[src/rtl/csr_access_ctrl_if.sv]
// Core/CSR-file bundle seen by csr_access_ctrl: request side, response side and CSR file port.
// The controller uses the slave modport; the core plus CSR file side uses the master modport.
interface csr_access_ctrl_if;
  logic        csr_req_valid;
  logic [2:0]  csr_funct3;
  logic [11:0] csr_addr;
  logic [31:0] csr_src;
  logic [4:0]  csr_zimm;
  logic        trap_req;
  logic [31:0] trap_cause;
  logic [31:0] trap_pc;
  logic        mret_req;
  logic        req_ready;
  logic        busy;
  logic        csr_done;
  logic [31:0] csr_result;
  logic        csr_illegal;
  logic        redirect_valid;
  logic [31:0] redirect_pc;
  logic [11:0] csr_rd_addr;
  logic [31:0] csr_rd_data;
  logic        csr_write_en;
  logic [11:0] csr_wb_addr;
  logic [31:0] csr_wb_data;

  modport slave (
    input  csr_req_valid, csr_funct3, csr_addr, csr_src, csr_zimm,
    input  trap_req, trap_cause, trap_pc, mret_req, csr_rd_data,
    output req_ready, busy, csr_done, csr_result, csr_illegal,
    output redirect_valid, redirect_pc, csr_rd_addr, csr_write_en, csr_wb_addr, csr_wb_data
  );

  modport master (
    output csr_req_valid, csr_funct3, csr_addr, csr_src, csr_zimm,
    output trap_req, trap_cause, trap_pc, mret_req, csr_rd_data,
    input  req_ready, busy, csr_done, csr_result, csr_illegal,
    input  redirect_valid, redirect_pc, csr_rd_addr, csr_write_en, csr_wb_addr, csr_wb_data
  );
endinterface

[src/rtl/csr_access_ctrl.sv]
// Sequences Zicsr read-modify-write, trap entry and MRET onto a single-port CSR file.
// Define VECTORED_MTVEC_EN to honour vectored mtvec mode for interrupt causes.
module csr_access_ctrl #(
  parameter logic [11:0] MSTATUS_ADDR = 12'h300,
  parameter logic [11:0] MTVEC_ADDR   = 12'h305,
  parameter logic [11:0] MEPC_ADDR    = 12'h341,
  parameter logic [11:0] MCAUSE_ADDR  = 12'h342
) (
  input logic              clk,
  input logic              rst,
  csr_access_ctrl_if.slave bus
);

  typedef enum logic [3:0] {
    StIdle, StCRead, StCWrite,
    StTEpc, StTCause, StTStRd, StTStWr, StTVec,
    StMStRd, StMStWr, StMEpc
  } state_e;

  state_e      state_q, state_d;
  logic [1:0]  op_q, op_d;
  logic [11:0] addr_q, addr_d;
  logic [31:0] operand_q, operand_d;
  logic [31:0] pc_q, pc_d;
  logic [31:0] cause_q, cause_d;
  logic [31:0] old_q, old_d;

  logic        done_q, done_d;
  logic [31:0] result_q, result_d;
  logic        illegal_q, illegal_d;
  logic        redir_valid_q, redir_valid_d;
  logic [31:0] redir_pc_q, redir_pc_d;
  logic        busy_q, busy_d;

  logic        we;
  logic [11:0] wb_addr;
  logic [31:0] wb_data;
  logic [11:0] rd_addr;
  logic [31:0] mtvec_base;

  assign mtvec_base = bus.csr_rd_data & ~32'h3;

  always_comb begin
    state_d       = state_q;
    op_d          = op_q;
    addr_d        = addr_q;
    operand_d     = operand_q;
    pc_d          = pc_q;
    cause_d       = cause_q;
    old_d         = old_q;
    done_d        = 1'b0;
    result_d      = 32'h0;
    illegal_d     = 1'b0;
    redir_valid_d = 1'b0;
    redir_pc_d    = 32'h0;
    we            = 1'b0;
    wb_addr       = 12'h0;
    wb_data       = 32'h0;
    rd_addr       = 12'h0;

    case (state_q)
      StIdle: begin
        if (bus.trap_req) begin
          pc_d    = bus.trap_pc;
          cause_d = bus.trap_cause;
          state_d = StTEpc;
        end else if (bus.mret_req) begin
          state_d = StMStRd;
        end else if (bus.csr_req_valid) begin
          op_d      = bus.csr_funct3[1:0];
          addr_d    = bus.csr_addr;
          operand_d = bus.csr_funct3[2] ? {27'h0, bus.csr_zimm} : bus.csr_src;
          state_d   = StCRead;
        end
      end
      StCRead: begin
        rd_addr = addr_q;
        old_d   = bus.csr_rd_data;
        state_d = StCWrite;
      end
      StCWrite: begin
        // op 00 is the illegal funct3 pair 000/100: finish without touching the file
        case (op_q)
          2'b01: begin
            we      = 1'b1;
            wb_data = operand_q;
          end
          2'b10: begin
            we      = (operand_q != 32'h0);
            wb_data = old_q | operand_q;
          end
          2'b11: begin
            we      = (operand_q != 32'h0);
            wb_data = old_q & ~operand_q;
          end
          default: ;
        endcase
        if (we) begin
          wb_addr = addr_q;
        end else begin
          wb_data = 32'h0;
        end
        done_d    = 1'b1;
        illegal_d = (op_q == 2'b00);
        result_d  = (op_q == 2'b00) ? 32'h0 : old_q;
        state_d   = StIdle;
      end
      StTEpc: begin
        we      = 1'b1;
        wb_addr = MEPC_ADDR;
        wb_data = pc_q & ~32'h3;
        state_d = StTCause;
      end
      StTCause: begin
        we      = 1'b1;
        wb_addr = MCAUSE_ADDR;
        wb_data = cause_q;
        state_d = StTStRd;
      end
      StTStRd: begin
        rd_addr = MSTATUS_ADDR;
        old_d   = bus.csr_rd_data;
        state_d = StTStWr;
      end
      StTStWr: begin
        // MPIE <= MIE, MIE <= 0, MPP <= M
        we             = 1'b1;
        wb_addr        = MSTATUS_ADDR;
        wb_data        = old_q;
        wb_data[7]     = old_q[3];
        wb_data[3]     = 1'b0;
        wb_data[12:11] = 2'b11;
        state_d        = StTVec;
      end
      StTVec: begin
        rd_addr       = MTVEC_ADDR;
        redir_valid_d = 1'b1;
        redir_pc_d    = mtvec_base;
`ifdef VECTORED_MTVEC_EN
        if (bus.csr_rd_data[1:0] == 2'b01 && cause_q[31]) begin
          redir_pc_d = mtvec_base + {cause_q[29:0], 2'b00};
        end
`endif
        state_d = StIdle;
      end
      StMStRd: begin
        rd_addr = MSTATUS_ADDR;
        old_d   = bus.csr_rd_data;
        state_d = StMStWr;
      end
      StMStWr: begin
        we             = 1'b1;
        wb_addr        = MSTATUS_ADDR;
        wb_data        = old_q;
        wb_data[3]     = old_q[7];
        wb_data[7]     = 1'b1;
        wb_data[12:11] = 2'b11;
        state_d        = StMEpc;
      end
      StMEpc: begin
        rd_addr       = MEPC_ADDR;
        redir_valid_d = 1'b1;
        redir_pc_d    = bus.csr_rd_data & ~32'h3;
        state_d       = StIdle;
      end
      default: state_d = StIdle;
    endcase

    busy_d = (state_d != StIdle);
  end

  always_ff @(posedge clk) begin
    if (rst) begin
      state_q       <= StIdle;
      op_q          <= 2'b00;
      addr_q        <= 12'h0;
      operand_q     <= 32'h0;
      pc_q          <= 32'h0;
      cause_q       <= 32'h0;
      old_q         <= 32'h0;
      done_q        <= 1'b0;
      result_q      <= 32'h0;
      illegal_q     <= 1'b0;
      redir_valid_q <= 1'b0;
      redir_pc_q    <= 32'h0;
      busy_q        <= 1'b0;
    end else begin
      state_q       <= state_d;
      op_q          <= op_d;
      addr_q        <= addr_d;
      operand_q     <= operand_d;
      pc_q          <= pc_d;
      cause_q       <= cause_d;
      old_q         <= old_d;
      done_q        <= done_d;
      result_q      <= result_d;
      illegal_q     <= illegal_d;
      redir_valid_q <= redir_valid_d;
      redir_pc_q    <= redir_pc_d;
      busy_q        <= busy_d;
    end
  end

  assign bus.req_ready      = (state_q == StIdle);
  assign bus.busy           = busy_q;
  assign bus.csr_done       = done_q;
  assign bus.csr_result     = result_q;
  assign bus.csr_illegal    = illegal_q;
  assign bus.redirect_valid = redir_valid_q;
  assign bus.redirect_pc    = redir_pc_q;
  assign bus.csr_rd_addr    = rd_addr;
  assign bus.csr_write_en   = we;
  assign bus.csr_wb_addr    = wb_addr;
  assign bus.csr_wb_data    = wb_data;

endmodule

[src/flat_wrapper.sv]
// flat-port wrapper written by rule: the top's interface ports become plain ports
module csr_access_ctrl_flat 
#(
  parameter logic [11:0] MSTATUS_ADDR = 12'h300,
  parameter logic [11:0] MTVEC_ADDR   = 12'h305,
  parameter logic [11:0] MEPC_ADDR    = 12'h341,
  parameter logic [11:0] MCAUSE_ADDR  = 12'h342
)
  (clk, rst, bus_csr_req_valid, bus_csr_funct3, bus_csr_addr, bus_csr_src, bus_csr_zimm, bus_trap_req, bus_trap_cause, bus_trap_pc, bus_mret_req, bus_csr_rd_data, bus_req_ready, bus_busy, bus_csr_done, bus_csr_result, bus_csr_illegal, bus_redirect_valid, bus_redirect_pc, bus_csr_rd_addr, bus_csr_write_en, bus_csr_wb_addr, bus_csr_wb_data);
  csr_access_ctrl_if bus_i ();
  input logic clk;
  input logic rst;
  input wire logic [$bits(bus_i.csr_req_valid)-1:0] bus_csr_req_valid;
  input wire logic [$bits(bus_i.csr_funct3)-1:0] bus_csr_funct3;
  input wire logic [$bits(bus_i.csr_addr)-1:0] bus_csr_addr;
  input wire logic [$bits(bus_i.csr_src)-1:0] bus_csr_src;
  input wire logic [$bits(bus_i.csr_zimm)-1:0] bus_csr_zimm;
  input wire logic [$bits(bus_i.trap_req)-1:0] bus_trap_req;
  input wire logic [$bits(bus_i.trap_cause)-1:0] bus_trap_cause;
  input wire logic [$bits(bus_i.trap_pc)-1:0] bus_trap_pc;
  input wire logic [$bits(bus_i.mret_req)-1:0] bus_mret_req;
  input wire logic [$bits(bus_i.csr_rd_data)-1:0] bus_csr_rd_data;
  output wire logic [$bits(bus_i.req_ready)-1:0] bus_req_ready;
  output wire logic [$bits(bus_i.busy)-1:0] bus_busy;
  output wire logic [$bits(bus_i.csr_done)-1:0] bus_csr_done;
  output wire logic [$bits(bus_i.csr_result)-1:0] bus_csr_result;
  output wire logic [$bits(bus_i.csr_illegal)-1:0] bus_csr_illegal;
  output wire logic [$bits(bus_i.redirect_valid)-1:0] bus_redirect_valid;
  output wire logic [$bits(bus_i.redirect_pc)-1:0] bus_redirect_pc;
  output wire logic [$bits(bus_i.csr_rd_addr)-1:0] bus_csr_rd_addr;
  output wire logic [$bits(bus_i.csr_write_en)-1:0] bus_csr_write_en;
  output wire logic [$bits(bus_i.csr_wb_addr)-1:0] bus_csr_wb_addr;
  output wire logic [$bits(bus_i.csr_wb_data)-1:0] bus_csr_wb_data;
  assign bus_i.csr_req_valid = bus_csr_req_valid;
  assign bus_i.csr_funct3 = bus_csr_funct3;
  assign bus_i.csr_addr = bus_csr_addr;
  assign bus_i.csr_src = bus_csr_src;
  assign bus_i.csr_zimm = bus_csr_zimm;
  assign bus_i.trap_req = bus_trap_req;
  assign bus_i.trap_cause = bus_trap_cause;
  assign bus_i.trap_pc = bus_trap_pc;
  assign bus_i.mret_req = bus_mret_req;
  assign bus_i.csr_rd_data = bus_csr_rd_data;
  assign bus_req_ready = bus_i.req_ready;
  assign bus_busy = bus_i.busy;
  assign bus_csr_done = bus_i.csr_done;
  assign bus_csr_result = bus_i.csr_result;
  assign bus_csr_illegal = bus_i.csr_illegal;
  assign bus_redirect_valid = bus_i.redirect_valid;
  assign bus_redirect_pc = bus_i.redirect_pc;
  assign bus_csr_rd_addr = bus_i.csr_rd_addr;
  assign bus_csr_write_en = bus_i.csr_write_en;
  assign bus_csr_wb_addr = bus_i.csr_wb_addr;
  assign bus_csr_wb_data = bus_i.csr_wb_data;
  csr_access_ctrl #(.MSTATUS_ADDR(MSTATUS_ADDR), .MTVEC_ADDR(MTVEC_ADDR), .MEPC_ADDR(MEPC_ADDR), .MCAUSE_ADDR(MCAUSE_ADDR)) u_core (.clk(clk), .rst(rst), .bus(bus_i));
endmodule
[config.mk]
export PLATFORM = sky130hd
export DESIGN_NAME = csr_access_ctrl_flat
export DESIGN_NICKNAME = d
export VERILOG_FILES = /design/src/rtl/csr_access_ctrl_if.sv /design/src/rtl/csr_access_ctrl.sv /design/src/flat_wrapper.sv
export SDC_FILE = /design/constraint.sdc
export NUM_CORES = 1
export LEC_CHECK = 0
export BUFFER_PORTS_ARGS = -buffer_cell sky130_fd_sc_hd__buf_2
export CAP_MARGIN = 25
export CORE_ASPECT_RATIO = 1.25
export CORE_UTILIZATION = 25
export DETAILED_ROUTE_END_ITERATION = 6
export PLACE_DENSITY = 0.46
export SLEW_MARGIN = 20
export SYNTH_ARGS = -nofsm -noshare
export SYNTH_HDL_FRONTEND = slang
export SYNTH_SLANG_ARGS = --single-unit
[constraint.sdc]
create_clock -name clk -period 2 [get_ports clk]
set_input_delay 0.2 -clock clk [delete_from_list [all_inputs] [get_ports clk]]
set_output_delay 0.2 -clock clk [all_outputs]
set_load 0.01 [all_outputs]
==> metrics.txt <==
deepest clock path buffer count 3; worst hold slack 50.9 ps; gpl congestion 0.771; outcome finished with violations; Critical Path RT ~1800 ps; Ports roughly 280; Post-Route Utilization a little over two fifths; hold crit path type primary input to flip-flop; EDFF count, synth 0; die area 35,100 sq um; Die Y 209 um; cell taking the most area after synthesis dfxtp_1; failing checks negative setup slack; TNS Setup -22,960 ps; top cells by area, synth dfxtp_1 49%, nand2_1 12%, a21oi_1 9.9%; Core Area 33,700 sq um; CP Max Fanout 10; DRC viols 0; initial core utilization about a quarter; commonest cells after routing, fill and taps aside 264 x nand2_1, 256 x buf_2, 204 x dfxtp_1; register area share after synthesis 49.0%; Relative slew margins between 50% and 60%; Worst-path clk slew 60 ps; latest clock arrival within the worst-skew pair 540 ps; Hold Vio Cnt, Final 0; flops & latches, synth 210; Layout area overhead 64.5%; routed via count slightly above 9,000; Final Worst Setup Slack -594 ps; CP Capture Type output port; Final setup viols 49; Port Buffers roughly 270; peak supply drop 0.618 mV; leakage power slightly below 0.006 uW; post-DP HPWL 24,300 um; asr flop ratio synth 0%; clk root buf clkbuf_16; fin crit share 130%; CTS tree built; maxcap violations 0; Layout Nets 1,674; commonest non-fill, non-tap cell in the layout nand2_1; First-pass DRT Iterations 6; Die W 168 um; Least-Margin Pin Slew 607 ps; cell count after synthesis 1,056; Total GRT Usage 19.7%; synthesized area per cell 8.13 sq um; FMAX about 390 MHz; CTS Buf Count 25; worst slack, placed -357 ps; initial antenna violation count 1; std cell rows between 70 and 80; fin crit period 2590 ps; dominant synthesized flop cell dfxtp_1; H-tree depth 1; first-pass GRT wire length between 50,000 and 60,000 um; crit path DAT 2390 ps; RSZ-0062 raised after global routing true; clock sink count 210; CP startpoint kind flip-flop; placed instance count 1,768; Yosys warning count 0; largest net degree at the start of global routing 41; Synth cell types 47; DRT Wirelength 35,200 um; final slew viol count 0; Routed Antenna Nets 0; Final Non-Filler Cells about 2,000; GRT Residual Overflow 0; Avg Vias per Cell 4.73; pwr dens about 800 nW/um^2; Iter 0 DRT Violations 653; Worst Skew 19.8 ps; crit path kind flip-flop to output port; layout cells sized above 1 33.2%; Synth top area share 49.0%; synthesized cell area 8580 sq um; Wirelength per Cell 17.9 um; vias in the first global route ~9,400
## final timing paths
check,from,to,slack [ps],cells after the start
max,u_core.operand_q[26],bus_csr_wb_addr[6],-590,6
min,rst,u_core.addr_q[1],50,2
max reg2reg,u_core.state_q[1],u_core.pc_q[16],200,7
min reg2reg,u_core.pc_q[19],u_core.pc_q[19],450,2
## state kept, by name, summed over array words and instances, names as in the netlist
register                   cells
u_core.pc_q                   30
u_core.cause_q                32
u_core.bus.csr_done            1
u_core.bus.csr_illegal         1
u_core.addr_q                 12
u_core.bus.redirect_pc        30
u_core.bus.csr_result         32
u_core.operand_q              32
u_core.old_q                  32
u_core.bus.busy                1
u_core.op_q                    2
u_core.bus.redirect_valid      1
u_core.state_q                 4
## Yosys cell counts, types with 2 or more instances
library cell and number:
a221oi_1 2, a21oi_1 169, o31ai_1 2, and2_1 54
o21ai_1 11, nor2_1 18, nor4_2 2, nor3_1 7
buf_2 9, mux2i_1 24, o21ai_0 27, nor4_1 26
a31o_1 2, a22oi_1 22, a211oi_1 5, clkbuf_1 77
and3_1 7, nor2b_1 3, nand3b_1 27, buf_4 2
a22o_1 2, inv_1 23, a222oi_1 26, nor3b_1 3
nand2_1 266, dfxtp_1 210, nand2b_1 8, buf_1 3
## final cells by class
| cell class | instances | area (sq um) |
|---|---|---|
| clock inverter | 11 | 178 |
| inverter | 23 | 86.3 |
| tap | 423 | 529 |
| timing repair buffer | 528 | 4040 |
| sequential | 210 | 4220 |
| antenna | 1 | 2.50 |
| fill | 3425 | 19600 |
| multi-input combinational | 733 | 4370 |
| clock buffer | 34 | 699 |
## per-layer routing
| layer | up-vias | track usage (%) | share of wire [%] |
|---|---|---|---|
| met3 | 35 | 3.26 | 5.0 |
| li1 | 4586 | - | - |
| met1 | 4402 | 23.8 | 43 |
| met4 | 0 | 4.59 | 1.6 |
| met2 | 254 | 35.9 | 51 |
| met5 | - | 0 | 0 |
## what timing repair did
action | in CTS | in global routing
endpoints found under the setup margin | 57 | 57
buffers inserted | 4 | 6
gates cloned | 2 | 2
hold buffers | 136 | 0
resized for setup | 111 | 35
hold endpoints to repair | 166 | 0
pin swaps | 43 | 8
## power by group
| group | total [uW] | internal (uW) | switching (uW) |
|---|---|---|---|
| clock | 4880 | 2980 | 1900 |
| sequential | 4570 | 4410 | 161 |
| combinational | 1940 | 903 | 1040 |
| total | 11400 | 8290 | 3100 |
## worst max-delay path, stage by stage, from the launching register on
cell and delay (ps):
dfxtp_2 330, nor4_4 290, buf_4 160, nand4_1 100, or4_4 530, a311o_1 310
buf_2 140
## logic make-up after synthesis
group	count (synthesis)	synth area share, %
multiplexers	24	2.80
other	1	0.0437
buffers and inverters	114	5.20
flip-flops	210	49.0
AND/OR/NAND/NOR	429	23.7
AO/OA/AOI/OAI	277	19.2
XOR/XNOR	1	0.102
## per-stage QoR
step	power (uW)	instance area, sq um
floorplan	5390	8590
global placement	6220	11200
detailed placement	6230	11200
CTS	11500	13800
global route	11900	14100
finish	11400	14100
Note: power is estimated with default switching activity, not from simulation.
